==> src/rtl/serial_rx_pkg.sv <==
// Shared serial-link definitions: receiver state encoding and idle line level.
// Reused by the matching transmitter.
package serial_pkg;

    typedef enum logic [2:0] {
        IDLE   = 3'd0,
        START  = 3'd1,
        DATA   = 3'd2,
        PARITY = 3'd3,
        STOP   = 3'd4,
        BREAK  = 3'd5
    } rx_state_t;

    localparam logic LINE_IDLE = 1'b1;

endpackage

==> src/rtl/serial_rx_sync_2ff.sv <==
// Two-flop synchronizer for a single asynchronous input; both flops reset to RST_VAL.
module sync_2ff
    import serial_pkg::*;
#(
    parameter logic RST_VAL = LINE_IDLE
) (
    input  logic clk,
    input  logic reset,
    input  logic d,
    output logic q
);

    logic meta;

    always_ff @(posedge clk or posedge reset) begin
        if (reset) begin
            meta <= RST_VAL;
            q    <= RST_VAL;
        end else begin
            meta <= d;
            q    <= meta;
        end
    end

endmodule

==> src/rtl/serial_rx.sv <==
// LSB-first serial receiver: start, DATA_W data bits, optional even parity, one stop bit.
// Define SERIAL_RX_PARITY_EN to include the parity bit and drive parity_err.
module serial_rx
    import serial_pkg::*;
#(
    parameter int DATA_W       = 8,
    parameter int CLKS_PER_BIT = 16
) (
    input  logic              clk,
    input  logic              reset,
    input  logic              rxd,
    output logic [DATA_W-1:0] data,
    output logic              valid,
    output logic              frame_err,
    output logic              parity_err,
    output logic              busy
);

    localparam int CW = $clog2(CLKS_PER_BIT);
    localparam int BW = (DATA_W > 1) ? $clog2(DATA_W) : 1;
    localparam logic [CW-1:0] HALF_LAST = CW'(CLKS_PER_BIT / 2 - 1);
    localparam logic [CW-1:0] BIT_LAST  = CW'(CLKS_PER_BIT - 1);
    localparam logic [BW-1:0] IDX_LAST  = BW'(DATA_W - 1);

    rx_state_t         state, state_n;
    logic              rx_s;
    logic [CW-1:0]     cnt, cnt_n;
    logic [BW-1:0]     idx, idx_n;
    logic [DATA_W-1:0] shreg, shreg_n, shifted, data_n;
    logic [DATA_W:0]   ext;
    logic              valid_n, ferr_n;
`ifdef SERIAL_RX_PARITY_EN
    logic              pend, pend_n, perr_n;
`endif

    sync_2ff #(
        .RST_VAL(LINE_IDLE)
    ) u_sync (
        .clk  (clk),
        .reset(reset),
        .d    (rxd),
        .q    (rx_s)
    );

    // New bits enter at the MSB so the first received bit ends up in bit 0.
    assign ext     = {rx_s, shreg};
    assign shifted = ext[DATA_W:1];
    assign busy    = (state != IDLE);

    always_comb begin
        state_n = state;
        cnt_n   = cnt + 1'b1;
        idx_n   = idx;
        shreg_n = shreg;
        data_n  = data;
        valid_n = 1'b0;
        ferr_n  = 1'b0;
`ifdef SERIAL_RX_PARITY_EN
        pend_n  = pend;
        perr_n  = 1'b0;
`endif
        case (state)
            IDLE: begin
                cnt_n = '0;
`ifdef SERIAL_RX_PARITY_EN
                pend_n = 1'b0;
`endif
                if (!rx_s) state_n = START;
            end
            START: begin
                if (cnt == HALF_LAST) begin
                    cnt_n = '0;
                    idx_n = '0;
                    state_n = rx_s ? IDLE : DATA;
                end
            end
            DATA: begin
                if (cnt == BIT_LAST) begin
                    cnt_n   = '0;
                    shreg_n = shifted;
                    if (idx == IDX_LAST) begin
`ifdef SERIAL_RX_PARITY_EN
                        state_n = PARITY;
`else
                        state_n = STOP;
`endif
                    end else begin
                        idx_n = idx + 1'b1;
                    end
                end
            end
`ifdef SERIAL_RX_PARITY_EN
            PARITY: begin
                if (cnt == BIT_LAST) begin
                    cnt_n   = '0;
                    pend_n  = rx_s ^ (^shreg);
                    state_n = STOP;
                end
            end
`endif
            STOP: begin
                if (cnt == BIT_LAST) begin
                    cnt_n = '0;
                    if (rx_s) begin
                        state_n = IDLE;
`ifdef SERIAL_RX_PARITY_EN
                        if (pend) begin
                            perr_n = 1'b1;
                        end else begin
                            data_n  = shreg;
                            valid_n = 1'b1;
                        end
`else
                        data_n  = shreg;
                        valid_n = 1'b1;
`endif
                    end else begin
                        ferr_n  = 1'b1;
                        state_n = BREAK;
                    end
                end
            end
            BREAK: begin
                cnt_n = '0;
                if (rx_s) state_n = IDLE;
            end
            default: begin
                cnt_n   = '0;
                state_n = IDLE;
            end
        endcase
    end

    always_ff @(posedge clk or posedge reset) begin
        if (reset) begin
            state     <= IDLE;
            cnt       <= '0;
            idx       <= '0;
            shreg     <= '0;
            data      <= '0;
            valid     <= 1'b0;
            frame_err <= 1'b0;
`ifdef SERIAL_RX_PARITY_EN
            pend       <= 1'b0;
            parity_err <= 1'b0;
`endif
        end else begin
            state     <= state_n;
            cnt       <= cnt_n;
            idx       <= idx_n;
            shreg     <= shreg_n;
            data      <= data_n;
            valid     <= valid_n;
            frame_err <= ferr_n;
`ifdef SERIAL_RX_PARITY_EN
            pend       <= pend_n;
            parity_err <= perr_n;
`endif
        end
    end

`ifndef SERIAL_RX_PARITY_EN
    assign parity_err = 1'b0;
`endif

endmodule

==> config.mk <==
export PLATFORM = sky130hd
export DESIGN_NAME = serial_rx
export DESIGN_NICKNAME = d
export VERILOG_FILES = /design/src/rtl/serial_rx_pkg.sv /design/src/rtl/serial_rx_sync_2ff.sv /design/src/rtl/serial_rx.sv
export SDC_FILE = /design/constraint.sdc
export NUM_CORES = 1
export LEC_CHECK = 0
export CELL_PAD_IN_SITES_DETAIL_PLACEMENT = 0
export CELL_PAD_IN_SITES_GLOBAL_PLACEMENT = 1
export CORE_MARGIN = 3
export CORE_UTILIZATION = 50
export CTS_BUF_LIST = sky130_fd_sc_hd__clkbuf_16
export DETAILED_ROUTE_END_ITERATION = 10
export DONT_BUFFER_PORTS = 1
export PLACE_DENSITY_LB_ADDON = 0.1
export SETUP_SLACK_MARGIN = 0.15
export SLEW_MARGIN = 15
export SYNTH_ARGS = -nofsm -noshare
export SYNTH_HDL_FRONTEND = slang
export SYNTH_SLANG_ARGS = --single-unit
==> constraint.sdc <==
create_clock -name clk -period 2 [get_ports clk]
set_clock_uncertainty 0.05 [all_clocks]
set_input_delay 0.3 -clock clk [delete_from_list [all_inputs] [get_ports clk]]
set_output_delay 0.3 -clock clk [all_outputs]
set_load 0.05 [all_outputs]
==> results by group <==
Global routing
  – Vias in the first global route: 723
  – Overall Global Routing Usage: 14.8%
  – Grt total ovfl: 0
  – First-pass GRT wire length: 3.55 mm
  – Initial antenna violation count: 0
  – Largest net degree at the start of global routing: 14

Timing
  – Fin crit share: 88.1%
  – Unrepaired setup endpoints after global routing: no
  – Final min period: 1.76 ns
  – Fmax achieved: 0.567 GHz
  – Final hold vios: 0
  – Final setup violating endpoints: 0
  – Setup_tns: 0 ns
  – Fin. max-slew vios: 0

Setup path
  – CP peak stage delay: 0.40 ns
  – Arr. time, crit path: 1.41 ns
  – WS Path Type: reg -> out
  – R2R depth: 4
  – CP Launch Type: flip-flop
  – CP max-delay cell: or3_1
  – CP delay by family, top: simple AND/OR/NAND/NOR gates
  – Crit path buffers/inverters: 2
  – CP endpoint kind: output port
  – CP dominant cell by count: buf_4
  – CP max FO: 12
  – Critical-path cell list: buf_4 -> or3_1 -> buf_4
  – Critical path depth in cells: 3
  – WP data required: 1.65 ns

Routing
  – WL final: 2.08 mm
  – Vias: 777
  – Via density: 5.63
  – Average wire per standard cell: 15.0 um
  – DRC: 0
  – 1st-pass router iterations: 3
  – Starting DRT DRC Count: 4
  – Final ANT Viol Nets: 0

Clock network
  – Max clock buf depth: 2
  – CTS tree: done
  – Clk slew on worst S/H paths: 0.05 ns
  – CTS Buf Count: 5
  – Clk root buf: clkbuf_16
  – Worst-Skew Late Latency: 0.27 ns
  – H-tree depth: 2
  – Sink Count: 30
  – Post CTS Setup Buffer Count: 0

Synthesis
  – Synth Cell Area: 1350 um^2
  – Number of synthesized register bits: 30
  – Net count after synthesis: 105
  – Ys async rst share: 100%
  – Area contributors post-synth: dfrtp_1 52%, mux2_4 8.9%, mux2_2 7.5%, dfstp_2 3.9%, ha_1 2.8%
  – Combinational family with the most area after synthesis: multiplexers
  – Top_reg_cell synth: dfrtp_1
  – Post-synthesis compound-gate area fraction: 8.23%
  – Simple-gate share of the synthesized area: 11.5%
  – Synth area leader: dfrtp_1
  – Seq/Total Area, Yosys: 55.7%
  – Ys Warns: 0
  – Commonest cells in the netlist: 28 x dfrtp_1, 9 x mux2_2, 8 x mux2_4
  – Synth Area in Adders: 2.78%
  – Top-count cell post-synth: dfrtp_1
  – Synthesized area per cell: 13.7 um^2
  – XOR/XNOR Fraction of Synth Area: 1.30%
  – Number of flops mapped to enable cells by yosys: 0
  – Library cells used by synthesis: 37
  – Area fraction of the dominant cell type after synthesis: 51.8%
  – Mapped Cells: 99
  – Mux cell area share after synthesis: 16.4%

Floorplan
  – I/O pins: 15
  – Initial Util: 53.6%
  – Core area: 2520 um^2
  – Row cnt: 18
  – Die area: 3370 um^2
  – Die height: 58.0 um
  – Die width: 58.0 um

Final layout
  – Fillers: 207
  – Ant diodes: 0
  – Nets: 113
  – Share of cells above drive strength 1: 35.2%
  – Fin area: 1580 um^2
  – Layout area overhead: 16.7%

Place
  – Gpl congestion: 0.733
  – IO buf count: 0
  – Area after DPL: 1390 um^2
  – Hpwl dp: 1.39 mm

Run
  – Maxcap violations: 0

Pwr
  – Power per cell area: 1150 nW/um^2
  – Max IR drop VDD: 0.000965 V
  – Static Leakage: 0.000792 uW

Hold path
  – Hold path cells: 0
  – Worst hold-check path type: reg -> reg

Outcome
  – Run status: completed
## area by class of cell
class,count,area (um^2),share of cell area [%]
Sequential cell,30,753,47.7
Multi-Input combinational cell,59,552,35.0
Clock buffer,5,125,7.93
Timing Repair Buffer,7,57.6,3.65
Clock inverter,3,37.5,2.38
Tap cell,30,37.5,2.38
Inverter,4,15.0,0.952
## registers in the layout, indices dropped and copies added, names as in the netlist
register / count
u_sync.meta: 1
data: 8
valid: 1
cnt: 4
state: 3
u_sync.q: 1
idx: 3
shreg: 8
frame_err: 1
## worst reg2reg max path: cells and delay by family (launching register included)
kind	cells	cell delay, ns
DFF	1	0.39
muxes	1	0.37
adders and majority gates	1	0.27
and+or+nand+nor	2	0.52
## logic make-up (layout without fill, tap and decap cells)
kind of cell    count (synthesis)  in the layout
mux                            17             17
flops                          30             30
fa+ha+maj                       3              3
compound gates                 15             15
buf+inv                        10             19
xor+xnor                        2              2
simple gates                   21             21
other cells                     1              1
## final timing paths
check	start	to	slack [ns]
max	state[0]	busy	0.24
min in group asynchronous	reset	state[0]	0.36
min reg2reg	u_sync.meta	u_sync.q	0.30
max reg2reg	cnt[0]	data[0]	0.28
max in group asynchronous	reset	u_sync.meta	1.00
min	u_sync.meta	u_sync.q	0.30
## placed cells by master, fill, tap and decap left out, types with 3 or more instances in the layout
cell,Yosys,routed
ha_1,3,3
inv_1,4,6
nor3_1,3,3
buf_4,1,5
mux2_4,8,8
dfrtp_1,28,28
mux2_2,9,9
clkbuf_16,0,5
## what timing repair did
| item | 4_1_cts | 5_1_grt |
|---|---|---|
| endpoints found under the setup margin | 8 | 0 |
| hold buffers | 2 | 0 |
| endpoints found under the hold margin | 7 | 0 |
| gates resized for setup | 1 | 0 |
## metal layers
metal  up-vias  GRT usage, %  wire length [um]  share of wire [%]
met3         4          5.79                88                4.2
met2        14          20.2               886                 43
met4         0          7.95                42                2.0
met1       383          20.1              1060                 51
li1        376             -                 -                  -
met5         -             0                 0                  0
## report_power, final
part | switching [uW] | total, uW | internal [uW]
sequential | 43.2 | 706 | 663
combinational | 162 | 295 | 132
clock | 236 | 812 | 576
## through the flow
stage	hold WS, ns	util [%]	total power (uW)	instances	setup WS (ns)
finish	0.304	62.5	1810	138	0.238
global route	0.307	62.5	1890	138	0.191
CTS	0.306	62.5	1830	138	0.235
detailed placement	0.104	55.1	1010	128	0.157
global placement	0.101	55.1	1010	128	0.182
floorplan	0.254	-	937	99	0.354
No activity file was read; power rests on OpenSTA's default activity.
